[src/rtl/usadd_pkg.sv]
// usadd_pkg: shared state encoding plus frame-length and clog2 helpers for the unary adder scheduler
package usadd_pkg;
  typedef enum logic [2:0] {IDLE, CLEAR, RUN, DRAIN, DONE} state_t;
  function automatic int frame_len(input int bw);
    return 1 << bw;
  endfunction
  function automatic int clog2(input int n);
    int r;
    r = 0;
    for (int i = 0; i < 31; i++) if ((1 << i) < n) r = i + 1;
    return r;
  endfunction
endpackage

[src/rtl/usadd_frame_sched_rr_arbiter.sv]
// rr_arbiter: one-hot round-robin grant searching from ptr+1 (i_req -> o_gnt/o_idx/o_any), ptr moves to the winner on i_en
module rr_arbiter import usadd_pkg::*; #(
  parameter int N = 2,
  parameter int IW = (clog2(N) > 0) ? clog2(N) : 1
) (
  input  logic          i_clk,
  input  logic          i_rst,
  input  logic [N-1:0]  i_req,
  input  logic          i_en,
  output logic [N-1:0]  o_gnt,
  output logic [IW-1:0] o_idx,
  output logic          o_any
);
  logic [IW-1:0] r_ptr;
  always_comb begin
    logic [IW-1:0] j;
    j = '0;
    o_gnt = '0;
    o_idx = '0;
    o_any = 1'b0;
    for (int k = N; k >= 1; k--) begin
      j = IW'((int'(r_ptr) + k) % N);
      if (i_req[j]) begin
        o_gnt = '0;
        o_gnt[j] = 1'b1;
        o_idx = j;
        o_any = 1'b1;
      end
    end
  end
  always_ff @(posedge i_clk) begin
    if (i_rst) r_ptr <= '0;
    else if (i_en) r_ptr <= o_idx;
  end
endmodule

[src/rtl/usadd_frame_sched.sv]
// usadd_frame_sched: shares one unary scaled adder among NREQ requesters (iReq*/oReqReady in, oClr/oA/oB/iSum datapath, oRes* out)
module usadd_frame_sched import usadd_pkg::*; #(
  parameter int BITWIDTH = 8,
  parameter int NREQ = 2,
  parameter int LAT = 1,
  parameter int IDW = 3
) (
  input  logic                     iClk,
  input  logic                     iRst,
  input  logic [NREQ-1:0]          iReqValid,
  input  logic [NREQ*BITWIDTH-1:0] iReqA,
  input  logic [NREQ*BITWIDTH-1:0] iReqB,
  output logic [NREQ-1:0]          oReqReady,
  output logic                     oClr,
  output logic                     oA,
  output logic                     oB,
  input  logic                     iSum,
  output logic                     oBusy,
  output logic                     oResValid,
  output logic [BITWIDTH-1:0]      oResData,
  output logic [IDW-1:0]           oResId,
  input  logic                     iResReady
);
  localparam int IW = (clog2(NREQ) > 0) ? clog2(NREQ) : 1;
  localparam logic [BITWIDTH-1:0] CNT_LAST = BITWIDTH'(frame_len(BITWIDTH) - 1);
  localparam logic [BITWIDTH-1:0] DRAIN_LAST = BITWIDTH'(LAT - 1);
  state_t r_state;
  logic [BITWIDTH-1:0] r_a, r_b, r_cnt, r_sum;
  logic [IDW-1:0] r_id;
  logic [LAT-1:0] r_act;
  logic [NREQ-1:0] w_gnt;
  logic [IW-1:0] w_idx;
  logic w_any, w_grant;
  logic [BITWIDTH-1:0] w_cnt_nxt, w_sum_nxt;
  assign w_grant = r_state == IDLE && w_any && !iRst;
  assign oReqReady = w_grant ? w_gnt : '0;
  assign w_cnt_nxt = r_cnt + 1'b1;
  assign w_sum_nxt = (r_act[LAT-1] && iSum && r_sum != CNT_LAST) ? r_sum + 1'b1 : r_sum;
  rr_arbiter #(.N(NREQ), .IW(IW)) u_arb (
    .i_clk(iClk), .i_rst(iRst), .i_req(iReqValid), .i_en(w_grant),
    .o_gnt(w_gnt), .o_idx(w_idx), .o_any(w_any)
  );
  always_ff @(posedge iClk) begin
    if (iRst) begin
      r_state <= IDLE;
      r_a <= '0;
      r_b <= '0;
      r_cnt <= '0;
      r_sum <= '0;
      r_id <= '0;
      r_act <= '0;
      oClr <= 1'b0;
      oA <= 1'b0;
      oB <= 1'b0;
      oBusy <= 1'b0;
      oResValid <= 1'b0;
      oResData <= '0;
      oResId <= '0;
    end else begin
      // a sum bit belongs to the frame only if the stream was active LAT cycles earlier
      r_act <= LAT'({r_act, r_state == RUN});
      r_sum <= w_sum_nxt;
      case (r_state)
        IDLE: if (w_any) begin
          r_a <= iReqA[w_idx*BITWIDTH +: BITWIDTH];
          r_b <= iReqB[w_idx*BITWIDTH +: BITWIDTH];
          r_id <= IDW'(w_idx);
          r_cnt <= '0;
          r_sum <= '0;
          oClr <= 1'b1;
          oBusy <= 1'b1;
          r_state <= CLEAR;
        end
        CLEAR: begin
          oClr <= 1'b0;
          oA <= r_a != '0;
          oB <= r_b != '0;
          r_cnt <= '0;
          r_sum <= '0;
          r_state <= RUN;
        end
        RUN: begin
          oA <= r_cnt != CNT_LAST && w_cnt_nxt < r_a;
          oB <= r_cnt != CNT_LAST && w_cnt_nxt < r_b;
          r_cnt <= r_cnt == CNT_LAST ? '0 : w_cnt_nxt;
          r_state <= r_cnt == CNT_LAST ? DRAIN : RUN;
        end
        DRAIN: if (r_cnt == DRAIN_LAST) begin
          oResValid <= 1'b1;
          oResData <= w_sum_nxt;
          oResId <= r_id;
          r_state <= DONE;
        end else r_cnt <= w_cnt_nxt;
        DONE: if (iResReady) begin
          oResValid <= 1'b0;
          oResData <= '0;
          oResId <= '0;
          oBusy <= 1'b0;
          r_state <= IDLE;
        end
        default: r_state <= IDLE;
      endcase
    end
  end
endmodule

[config.mk]
export PLATFORM = sky130hd
export DESIGN_NAME = usadd_frame_sched
export DESIGN_NICKNAME = d
export VERILOG_FILES = /design/src/rtl/usadd_pkg.sv /design/src/rtl/usadd_frame_sched_rr_arbiter.sv /design/src/rtl/usadd_frame_sched.sv
export SDC_FILE = /design/constraint.sdc
export NUM_CORES = 1
export LEC_CHECK = 0
export ABC_AREA = 1
export CAP_MARGIN = 40
export CORE_UTILIZATION = 52
export CTS_CLUSTER_DIAMETER = 30
export DETAILED_ROUTE_END_ITERATION = 12
export PLACE_DENSITY_LB_ADDON = 0.2
export SLEW_MARGIN = 20
export SYNTH_ARGS = -nofsm -noshare
export SYNTH_HDL_FRONTEND = slang
export SYNTH_HIERARCHICAL = 1
export SYNTH_SLANG_ARGS = --single-unit
[constraint.sdc]
create_clock -name iClk -period 1.9 [get_ports iClk]
set_input_delay 0.19 -clock iClk [delete_from_list [all_inputs] [get_ports iClk]]
set_output_delay 0.19 -clock iClk [all_outputs]
set_load 0.01 [all_outputs]
==> flow_summary_export.csv <==
group,metric,value,unit
outcome,outcome,"completed",
cells_and_area,diodes,0,
clock_tree,max-clock-path-buffers,2,
placed_design,dpl.cell_count,582,
min_path,holdPathStages,2,
cells_and_area,final_nets,571,
drt,firstDrtPassIters,4,
cells_and_area,multiInputGateArea,0.00158,mm^2
global_routing,use_met2,0.465,
worst_setup_path,critPathLaunchType,"input port",
timing,skew,0.0136,ns
drt,first_iter_violations,119,
power,power_leakage,1.73,nW
floorplan,die-area,0.00603,mm^2
yosys,synthTopCellsByCount,"nand2_1, inv_1, a21oi_1",
global_routing,antenna_found_initial,0,
timing,min_period,1.77,ns
clock_tree,cts_inserted_buffers,5,
placed_design,hpwl,5260,um
clock_tree,cts_tree,"yes",
timing,max_freq,566,MHz
yosys,yosysSeqAreaShare,0.350,
power,power.total,3.02,mW
yosys,synth_area_leaders,"dfxtp_1, nand2_1, inv_1",
clock_tree,cts_max_level,2,
min_path,hold_path.class,"flop to flop",
yosys,synth_top_flop_cell,"dfxtp_1",
yosys,ys_warn_count,6,
worst_setup_path,crit_type,"input port to output pin",
global_routing,overflow,0,
yosys,syn-instance-count,454,
power,p_per_area,802,mW/mm^2
placed_design,dpl_cell_area,0.00365,mm^2
power,ir_drop,0.395,mV
cells_and_area,final-instance-count-excl-fill,590,
cells_and_area,area.growth.synth_to_final,26.3,%
cells_and_area,n_fill_cell,492,
timing,tns,0,ns
yosys,synth.avg_cell_area,6.56,um^2
timing,finalHoldViolCount,0,
clock_tree,cts-root-buf,"clkbuf_8",
worst_setup_path,ff2ff_setup_slack,0.14,ns
yosys,yosysTopAreaCell,"dfxtp_1",
yosys,synth_edf_count,0,
drt,vias,2965,
timing,fin_crit_sh,0.930,
clock_tree,clock_sinks,52,
yosys,yosysMostFrequentCell,"nand2_1",
drt,wire_per_inst,11.4,um
yosys,async_flop_share,0,
yosys,synth.top_cell.area_share,0.350,
cells_and_area,regArea,0.00105,mm^2
floorplan,die_w,77.7,um
placed_design,portBuffers,53,
global_routing,grt.busiest_layer,"met2",
placed_design,gp_congestion,0.881,
drt,routed_wl,6740,um
timing,rsz0062_at_grt,"yes",
yosys,syn-cell-area,0.00298,mm^2
floorplan,coreArea,0.00551,mm^2
drt,drt-vias-per-instance,5.03,
clock_tree,cts_hold_buf,0,
floorplan,fp.dieH,77.7,um
drt,ant_nets,0,
clock_tree,clk_transition_reported_paths,0.10,ns
worst_setup_path,worstPathRequired,1.71,ns
flow_run,maxCapViolations,0,
timing,slew_viol_final,0,
global_routing,grt_max_degree,34,
floorplan,ioPinCount,56,
floorplan,initial_core_util,0.541,
global_routing,met1_usage,0.263,
drt,drcViolationCount,0,
global_routing,grt_use_met3,0.0459,
clock_tree,clk_latency,0.31,ns
yosys,ys_ff_latch,52,
cells_and_area,fin_util,0.683,
cells_and_area,stdcell_area,0.00376,mm^2
worst_setup_path,crit_path_end_kind,"output pin",
worst_setup_path,worstPathMaxFanout,2,
worst_setup_path,arrival,1.58,ns
global_routing,grt_pass1_vias,2734,
cells_and_area,drive_above_1_share,0.108,
yosys,ys_types,33,
global_routing,track_usage,0.241,
timing,setup_viol,0,
global_routing,grt_pass1_wl,11600,um
worst_setup_path,r2r_cells,11,
floorplan,fp-row-count,27,
state kept, by name, indices dropped and copies added, names as in the netlist:
signal / flops
r_a: 8
oResId: 1
oBusy: 1
oResValid: 1
r_sum: 8
r_act: 1
r_cnt: 8
oA: 1
r_state: 3
r_id: 1
oResData: 8
u_arb/r_ptr: 1
r_b: 8
oClr: 1
oB: 1
what timing repair did:
action,in CTS,in global routing
endpoints found under the setup margin,2,3
buffers inserted,0,1
gates resized for setup,4,11
pin swaps,0,1
hold endpoints to repair,0,0
where the power goes:
group | leakage [nW] | internal (mW) | switching, mW
Clock | 0.0400 | 0.250 | 0.359
Sequential | 0.427 | 1.24 | 0.0943
Combinational | 1.26 | 0.459 | 0.618
Total | 1.73 | 1.95 | 1.07
cell usage in the layout (no fill, tap or decap), types with 2 or more instances in the layout:
cell,n
nor3_1,3
nor2_1,49
clkbuf_8,5
nand4_1,4
nand2_1,94
xor2_1,5
nand2_2,3
nor2_2,6
o31ai_1,2
a21oi_1,55
nand3_2,2
clkdlybuf4s50_1,51
nand2_4,2
conb_1,2
buf_4,18
a21oi_2,2
xnor2_1,2
ha_1,14
nand3_1,27
o21ai_0,23
dfxtp_2,2
inv_1,76
dfxtp_1,49
o21ai_1,2
inv_2,6
layout make-up:
cell class | count | area share
clock inverters | 2 | 0.00333
flip-flops and latches | 52 | 0.278
well taps | 72 | 0.0239
clock buffers | 5 | 0.0183
multi-input cells | 306 | 0.419
repair buffers | 71 | 0.175
inverters | 82 | 0.0818
worst paths after layout:
path / from / to
setup reg to reg: r_cnt[0]$_SDFFE_PP0P_ / oB$_SDFFE_PP0P_
hold reg to reg: oResData[2]$_SDFFE_PP0P_ / oResData[2]$_SDFFE_PP0P_
hold / removal: oResData[2]$_SDFFE_PP0P_ / oResData[2]$_SDFFE_PP0P_
setup / recovery: iReqValid[1] / oReqReady[0]
routing by layer:
metal	wire, um	vias to the layer above
li1	-	1551
met1	2880	1339
met2	3510	62
met3	245	13
met4	105	0
met5	0	-
kinds of logic (layout without fill, tap and decap cells):
group	count (synthesis)	count (layout)	synth area share
AOI/OAI and AO/OA	89	89	0.160
xor gates and xnor gates	7	7	0.0206
adders and majority gates	15	15	0.0630
buffers and inverters	97	160	0.129
DFF	52	52	0.350
other	1	2	0.00126
and+or+nand+nor	193	193	0.277
per-stage QoR:
stage / hold slack (ns) / worst slack, ns
floorplan: 0.338 / 0.237
global placement: 0.448 / -0.0747
detailed placement: 0.453 / -0.146
CTS: 0.467 / 0.106
global route: 0.485 / -0.0189
finish: 0.464 / 0.132
critical path, stage by stage:
cell	delay, ns
clkdlybuf4s50_1	0.48
inv_1	0.06
nand2_1	0.09
inv_1	0.08
nor2_4	0.12
inv_1	0.07
nor2_2	0.09
inv_1	0.06
nor2_1	0.08
dlygate4sd2_1	0.26
Power figures use the tool's default switching activity.
